## src/rtl/tpu_pkg.sv

```systemverilog
// Opcode encodings and sequencer state type shared by the TPU control path.
package tpu_pkg;

    localparam int OPCODE_W = 3;

    localparam logic [OPCODE_W-1:0] OP_NOP          = 3'b000;
    localparam logic [OPCODE_W-1:0] OP_LOAD_ADDR    = 3'b001;
    localparam logic [OPCODE_W-1:0] OP_LOAD_WEIGHT  = 3'b010;
    localparam logic [OPCODE_W-1:0] OP_LOAD_INPUTS  = 3'b011;
    localparam logic [OPCODE_W-1:0] OP_VALID        = 3'b100;
    localparam logic [OPCODE_W-1:0] OP_STORE        = 3'b101;
    localparam logic [OPCODE_W-1:0] OP_RSVD         = 3'b110;
    localparam logic [OPCODE_W-1:0] OP_HALT         = 3'b111;

    typedef enum logic [2:0] {
        S_IDLE,
        S_FETCH,
        S_WAIT_MEM,
        S_ISSUE,
        S_WAIT_UNIT,
        S_HALTED
    } seq_state_t;

endpackage

```

## src/rtl/tpu_sequencer.sv

```systemverilog
// Fetches one ISA word at a time, issues it to the decoder for exactly one cycle and
// stalls on unit ops until unit_done; 3 cycles start->first issue, 3 cycles per non-waiting op.
module tpu_sequencer
    import tpu_pkg::*;
#(
    parameter int INSTR_W      = 16,
    parameter int IMEM_DEPTH   = 64,
    parameter int PC_W         = $clog2(IMEM_DEPTH),
    parameter int WAIT_TIMEOUT = 1024
) (
    input  logic               clk,
    input  logic               reset,
    input  logic               start,
    output logic               imem_rd_en,
    output logic [PC_W-1:0]    imem_addr,
    input  logic [INSTR_W-1:0] imem_rdata,
    output logic [INSTR_W-1:0] instr_out,
    output logic               instr_valid,
    input  logic               unit_done,
    output logic [PC_W-1:0]    pc,
    output logic               busy,
    output logic               done,
    output logic               error
);

    localparam int WDOG_W = (WAIT_TIMEOUT < 2) ? 1 : $clog2(WAIT_TIMEOUT + 1);
    localparam logic [WDOG_W-1:0] WDOG_LAST =
        (WAIT_TIMEOUT == 0) ? '0 : WDOG_W'(WAIT_TIMEOUT - 1);
    localparam logic [PC_W-1:0] PC_LAST = PC_W'(IMEM_DEPTH - 1);

    seq_state_t          state, state_nxt;
    logic [PC_W-1:0]     pc_nxt;
    logic [INSTR_W-1:0]  ir, ir_nxt;
    logic [WDOG_W-1:0]   wdog, wdog_nxt;
    logic                done_nxt, error_nxt;
    logic                advance;
    logic [OPCODE_W-1:0] opcode;

    assign opcode = ir[INSTR_W-1 -: OPCODE_W];

    always_comb begin
        state_nxt = state;
        pc_nxt    = pc;
        ir_nxt    = ir;
        wdog_nxt  = wdog;
        done_nxt  = done;
        error_nxt = error;
        advance   = 1'b0;
        case (state)
            S_IDLE, S_HALTED: begin
                if (start) begin
                    state_nxt = S_FETCH;
                    pc_nxt    = '0;
                    done_nxt  = 1'b0;
                    error_nxt = 1'b0;
                end
            end
            S_FETCH:    state_nxt = S_WAIT_MEM;
            S_WAIT_MEM: begin
                ir_nxt    = imem_rdata;
                state_nxt = S_ISSUE;
            end
            S_ISSUE: begin
                case (opcode)
                    OP_NOP, OP_LOAD_ADDR: advance = 1'b1;
                    OP_LOAD_WEIGHT, OP_LOAD_INPUTS, OP_VALID, OP_STORE: begin
                        state_nxt = S_WAIT_UNIT;
                        wdog_nxt  = '0;
                    end
                    OP_HALT: begin
                        state_nxt = S_HALTED;
                        done_nxt  = 1'b1;
                    end
                    default: begin
                        state_nxt = S_HALTED;
                        done_nxt  = 1'b1;
                        error_nxt = 1'b1;
                    end
                endcase
            end
            S_WAIT_UNIT: begin
                wdog_nxt = wdog + WDOG_W'(1);
                // A completion arriving on the expiry cycle still counts as success.
                if (unit_done) begin
                    advance = 1'b1;
                end else if (WAIT_TIMEOUT != 0 && wdog == WDOG_LAST) begin
                    state_nxt = S_HALTED;
                    done_nxt  = 1'b1;
                    error_nxt = 1'b1;
                end
            end
            default: state_nxt = S_IDLE;
        endcase

        // Running off the end of imem is a program error, never a wrap to 0.
        if (advance) begin
            if (pc == PC_LAST) begin
                state_nxt = S_HALTED;
                done_nxt  = 1'b1;
                error_nxt = 1'b1;
            end else begin
                pc_nxt    = pc + PC_W'(1);
                state_nxt = S_FETCH;
            end
        end
    end

    always_ff @(posedge clk or posedge reset) begin
        if (reset) begin
            state <= S_IDLE;
            pc    <= '0;
            ir    <= '0;
            wdog  <= '0;
            done  <= 1'b0;
            error <= 1'b0;
        end else begin
            state <= state_nxt;
            pc    <= pc_nxt;
            ir    <= ir_nxt;
            wdog  <= wdog_nxt;
            done  <= done_nxt;
            error <= error_nxt;
        end
    end

    assign imem_rd_en  = (state == S_FETCH);
    assign imem_addr   = pc;
    assign instr_valid = (state == S_ISSUE);
    assign instr_out   = (state == S_ISSUE) ? ir : '0;
    assign busy        = (state != S_IDLE) && (state != S_HALTED);

endmodule

```

## config.mk

```make
export PLATFORM = sky130hd
export DESIGN_NAME = tpu_sequencer
export DESIGN_NICKNAME = d
export VERILOG_FILES = /design/src/rtl/tpu_pkg.sv /design/src/rtl/tpu_sequencer.sv
export SDC_FILE = /design/constraint.sdc
export NUM_CORES = 1
export LEC_CHECK = 0
export CORE_MARGIN = 1
export CORE_UTILIZATION = 52
export CTS_CLUSTER_DIAMETER = 100
export DETAILED_ROUTE_END_ITERATION = 6
export GPL_TIMING_DRIVEN = 0
export PLACE_DENSITY_LB_ADDON = 0.12
export RECOVER_POWER = 100
export SETUP_SLACK_MARGIN = 0.15
export SYNTH_ARGS = -nofsm -noshare
export SYNTH_HDL_FRONTEND = slang
export SYNTH_SLANG_ARGS = --single-unit
```

## constraint.sdc

```tcl
create_clock -name clk -period 3.1 [get_ports clk]
set_input_delay 0.31 -clock clk [delete_from_list [all_inputs] [get_ports clk]]
set_output_delay 0.31 -clock clk [all_outputs]
set_load 0.02 [all_outputs]
```

==> results of run 1 <==
[cell usage after synthesis, drive strengths merged, types with 5 or more instances]
cell	number	area share [%]
mux2	14	7.9
o21ai	14	3.5
nor2	7	1.3
nand3	8	2.0
and2	14	4.4
inv	8	1.5
nand2	24	4.5
mux2i	5	2.5
dfrtp	38	48
buf	9	3.3
a21oi	6	1.5
[final cells by class]
class / instances / area share [%]
sequential: 38 / 36.3
inverter: 8 / 1.15
timing repair buffer: 52 / 19.9
tap: 48 / 2.29
multi-input combinational: 137 / 34.5
buffer: 13 / 2.96
clock buffer: 7 / 2.91
[layer usage]
layer	up-vias	GRT usage, %
met5	-	0
met4	0	8.52
met3	9	5.71
met2	55	36.4
met1	768	28.0
li1	804	-
[report_power, final]
group          internal, W  switching [W]
sequential        0.000661       0.000117
clock             0.000155       0.000160
combinational     0.000458       0.000513
total              0.00127       0.000790
[sequential cells by signal, summed over array words and instances (netlist names)]
name / flops
wdog: 11
state: 3
error: 1
imem_addr: 6
done: 1
ir: 16
[worst max-delay path, stage by stage (launching register included)]
cell,delay [ns]
dfrtp_1,0.50
inv_1,0.18
nor3_1,0.98
clkbuf_1,0.43
mux2_2,0.38
[stage by stage]
stage / instance area (µm²) / util (%) / total power [W]
6_report: 2620 / 71.6 / 0.00206
5_1_grt: 2620 / 71.6 / 0.00221
4_1_cts: 2660 / 72.6 / 0.00216
3_5_place_dp: 2580 / 70.5 / 0.00184
3_3_place_gp: 2580 / 70.5 / 0.00181
2_1_floorplan: 2000 / - / 0.00146
[kinds of logic (layout without fill, tap and decap cells)]
logic type | after synthesis | after routing | share of synthesized area [%]
fa+ha+maj | 4 | 4 | 2.50
compound gates | 34 | 34 | 10.5
simple gates | 79 | 79 | 22.9
mux | 19 | 19 | 10.4
xor+xnor | 1 | 1 | 0.438
flops | 38 | 38 | 47.6
buf+inv | 21 | 80 | 5.76
[final timing paths]
path,from,to,cells past startpoint
min in group asynchronous,reset,ir[9],2
max in group asynchronous,reset,imem_addr[5],2
min reg2reg,wdog[8],wdog[8],1
max reg2reg,state[1],ir[6],4
min,wdog[8],wdog[8],1
max,state[1],ir[6],4
==> impl_metrics.json, run 1 <==
{
  "outcome": "finished, final reports clean",
  "cp.required_ns": 3.26,
  "rsz0062_at_grt": "false",
  "holdWs_ns": 0.479,
  "dr.pass1.iters": 4,
  "post_cts_buffers": 0,
  "ios": 53,
  "multi_input_area_um2": 905,
  "max_slew_margin_pct": 4.88,
  "final_cell_mix": "dfrtp_1 (38), dlygate4sd3_1 (34), nand2_1 (24)",
  "wire_per_inst_um": 13.5,
  "cp-start-kind": "register",
  "routed_wl_um": 4090,
  "synth_seq_cells": 38,
  "worst_setup_path_end_kind": "register",
  "wl_met3_um": 240,
  "top_layer": "met4",
  "dp.cells": 296,
  "drt-met1-wl_um": 1840,
  "rrSetupSlack_ns": 0.50,
  "drive_gt1_share_pct": 13.3,
  "max_cap_viol_count": 0,
  "vias": 1636,
  "die_area_um2": 4100,
  "grt_overflow_total": 0,
  "rows": 22,
  "yosysSeqAreaShare_pct": 47.6,
  "ys.flop_type": "dfrtp_1",
  "dp_hpwl_um": 2940,
  "fin_skew_ns": 0.00911,
  "ant_nets": 0,
  "grt_pass1_vias": 1567,
  "num-fill-cells": 290,
  "synth_cells": 196,
  "yosysWarnings": 0,
  "nets": 279,
  "final_cells": 303,
  "pre_cts_ws_ns": 0.842,
  "cts_tree": "yes",
  "p_leak_nw": 1.26,
  "globalplace.congestion": 0.791,
  "routed_via_density": 5.40,
  "p_per_area_nw_per_um2": 787,
  "crit_arrival_ns": 2.76,
  "clock_latency_ns": 0.28,
  "htree_levels": 2,
  "slew_violations": 0,
  "syn_nets": 220,
  "hold_viol": 0,
  "initialDrtViolationCount": 103,
  "report.final.setup_viol": 0,
  "cts_buffers": 5,
  "fmax_mhz": 385,
  "cts_sinks": 38,
  "die_y_um": 64.0,
  "vdd_drop_max_uv": 489,
  "fin_crit_sh_pct": 83.9,
  "clkSlewWorstSetupHoldPaths_ns": 0.07,
  "coreArea_um2": 3660,
  "grt_pass1_wl_um": 6980,
  "synth_edf_count": 0,
  "synth.avg_cell_area_um2": 10.2,
  "hold_buffers": 0,
  "final_common_cell": "dfrtp_1",
  "syn_to_final_growth_pct": 31.0,
  "synthArstFlopShare_pct": 100,
  "antenna_found_initial": 0,
  "syn-cell-area_um2": 2000,
  "track_usage_pct": 22.2,
  "cts_resized": 0,
  "worst_slew_pin_slew_ns": 1.43,
  "drc": 0,
  "clockRootBuffer": "clkbuf_8",
  "portBuffers": 52,
  "area.sequential_um2": 951,
  "dr_wl_met2_um": 1930,
  "cts_buffer_depth": 2,
  "initial_core_util_pct": 54.6,
  "finalSetupTns_ns": 0,
  "fin_crit_ns": 2.60,
  "die_width_um": 64.0,
  "path_class": "register to register",
  "ys_types": 43,
  "grt_max_degree": 39,
  "hold_class": "register to register",
  "path_max_fanout": 10,
  "diodes": 0,
  "fin_ws_ns": 0.501
}
No activity file was read; power rests on OpenSTA's default activity.
==> run 2, diff against run 1 <==
Settings changed: CORE_UTILIZATION 52 to 44.
Clock period 3.1 ns to 2.3 ns, I/O delays scaled along.
==> impl_metrics.json, run 2 (synthesized netlist as in run 1, its figures left out) <==
{
  "regMostFlops": "ir",
  "pre_cts_ws_ns": 0.0961,
  "nets": 279,
  "track_usage_pct": 18.3,
  "hold_class": "register to register",
  "final_common_cell": "dfrtp_1",
  "rows": 24,
  "final_cells": 308,
  "die_y_um": 69.4,
  "cts_tree": "yes",
  "die_width_um": 69.4,
  "crit_arrival_ns": 1.85,
  "path_class": "register to primary output",
  "clock_latency_ns": 0.29,
  "fmax_mhz": 481,
  "cpLargestDelayFamily": "buffers and inverters",
  "cp-start-kind": "register",
  "path_max_fanout": 10,
  "max_stage_delay_ns": 0.66,
  "dp.cells": 300,
  "fin_ws_ns": 0.219,
  "grt_overflow_total": 0,
  "cts_buffer_depth": 2,
  "die_area_um2": 4820,
  "max_slew_margin_pct": 5.50,
  "grt_max_degree": 39,
  "globalplace.congestion": 0.800,
  "dp_hpwl_um": 2930,
  "routed_via_density": 5.26,
  "num-fill-cells": 389,
  "clockRootBuffer": "clkbuf_8",
  "worst_setup_path_end_kind": "primary output",
  "rsz0062_at_grt": "false",
  "worst_slew_pin_slew_ns": 1.42,
  "report.final.setup_viol": 0,
  "outcome": "finished, final reports clean",
  "grt_pass1_wl_um": 7000,
  "grt_pass1_vias": 1558,
  "fin_skew_ns": 0.00779,
  "antenna_found_initial": 0,
  "vias": 1619,
  "diodes": 0,
  "ant_nets": 0,
  "dr.pass1.iters": 6,
  "fin_crit_sh_pct": 90.5,
  "portBuffers": 52,
  "fin_crit_ns": 2.08,
  "slowest_stage": "dlygate4sd3_1",
  "cts_sinks": 38,
  "hold_viol": 0,
  "ios": 53,
  "clkSlewWorstSetupHoldPaths_ns": 0.08,
  "wire_per_inst_um": 13.4,
  "syn_to_final_growth_pct": 30.6,
  "vdd_drop_max_uv": 610,
  "cts_buffers": 5,
  "p_leak_nw": 1.28,
  "cp_cell_sequence": "clkbuf_2 -> xnor2_1 -> nand2_1 -> dlygate4sd3_1",
  "final_cell_mix": "dfrtp_1 (38), nand2_1 (24), clkdlybuf4s50_1 (18)",
  "routed_wl_um": 4140,
  "drive_gt1_share_pct": 15.6,
  "largest_reg_flops": 16,
  "initial_core_util_pct": 45.9,
  "max_cap_viol_count": 0,
  "slew_violations": 0,
  "finalSetupTns_ns": 0,
  "cp.required_ns": 2.07,
  "coreArea_um2": 4350,
  "crit_buf_inv": 2,
  "p_per_area_nw_per_um2": 1070,
  "initialDrtViolationCount": 102,
  "drc": 0,
  "htree_levels": 2,
  "hold_buffers": 0
}
[run 2: power by group]
group	switching, W	internal [W]
combinational	0.000697	0.000593
clock	0.000240	0.000214
sequential	0.000161	0.000890
[run 2: routing by layer]
metal | GRT usage [%] | vias up | wire length [µm]
met5 | 0 | - | 0
met4 | 6.12 | 0 | 57
met3 | 6.25 | 5 | 264
met2 | 28.5 | 42 | 1870
met1 | 23.9 | 769 | 1950
li1 | - | 803 | -
[run 2: timing repair]
item                       4_1_cts  5_1_grt
hold endpoints to repair         0        0
buffers inserted                 0        0
setup endpoints to repair       15        3
resized for setup               17        3
[run 2: stage by stage]
stage / util, % / cell area [µm²] / power [W] / hold slack, ns
after floorplan: - / 2000 / 0.00197 / 0.347
after global placement: 59.4 / 2580 / 0.00246 / 0.461
after detailed placement: 59.4 / 2580 / 0.00248 / 0.463
after CTS: 61.0 / 2660 / 0.00290 / 0.446
after global routing: 60.0 / 2610 / 0.00299 / 0.494
final: 60.0 / 2610 / 0.00280 / 0.468
[run 2: layout make-up]
type                       count  area (µm²)  share of cell area (%)
clock inverter                 2        13.8                   0.527
timing repair buffer          52         483                    18.5
clock buffer                   6        72.6                    2.78
tap                           52        65.1                    2.49
buffer                        13        86.3                    3.31
multi-input combinational    137         910                    34.8
inverter                       8        30.0                    1.15
sequential                    38         951                    36.4
[run 2: worst paths after layout]
check	from	endpoint	slack [ns]	depth (start not counted)
max reg2reg	state[0]	wdog[8]	0.29	5
max in group asynchronous	reset	wdog[6]	0.66	2
max	state[0]	busy	0.22	4
min	wdog[8]	wdog[8]	0.47	1
min reg2reg	wdog[8]	wdog[8]	0.47	1
min in group asynchronous	reset	wdog[5]	0.80	2
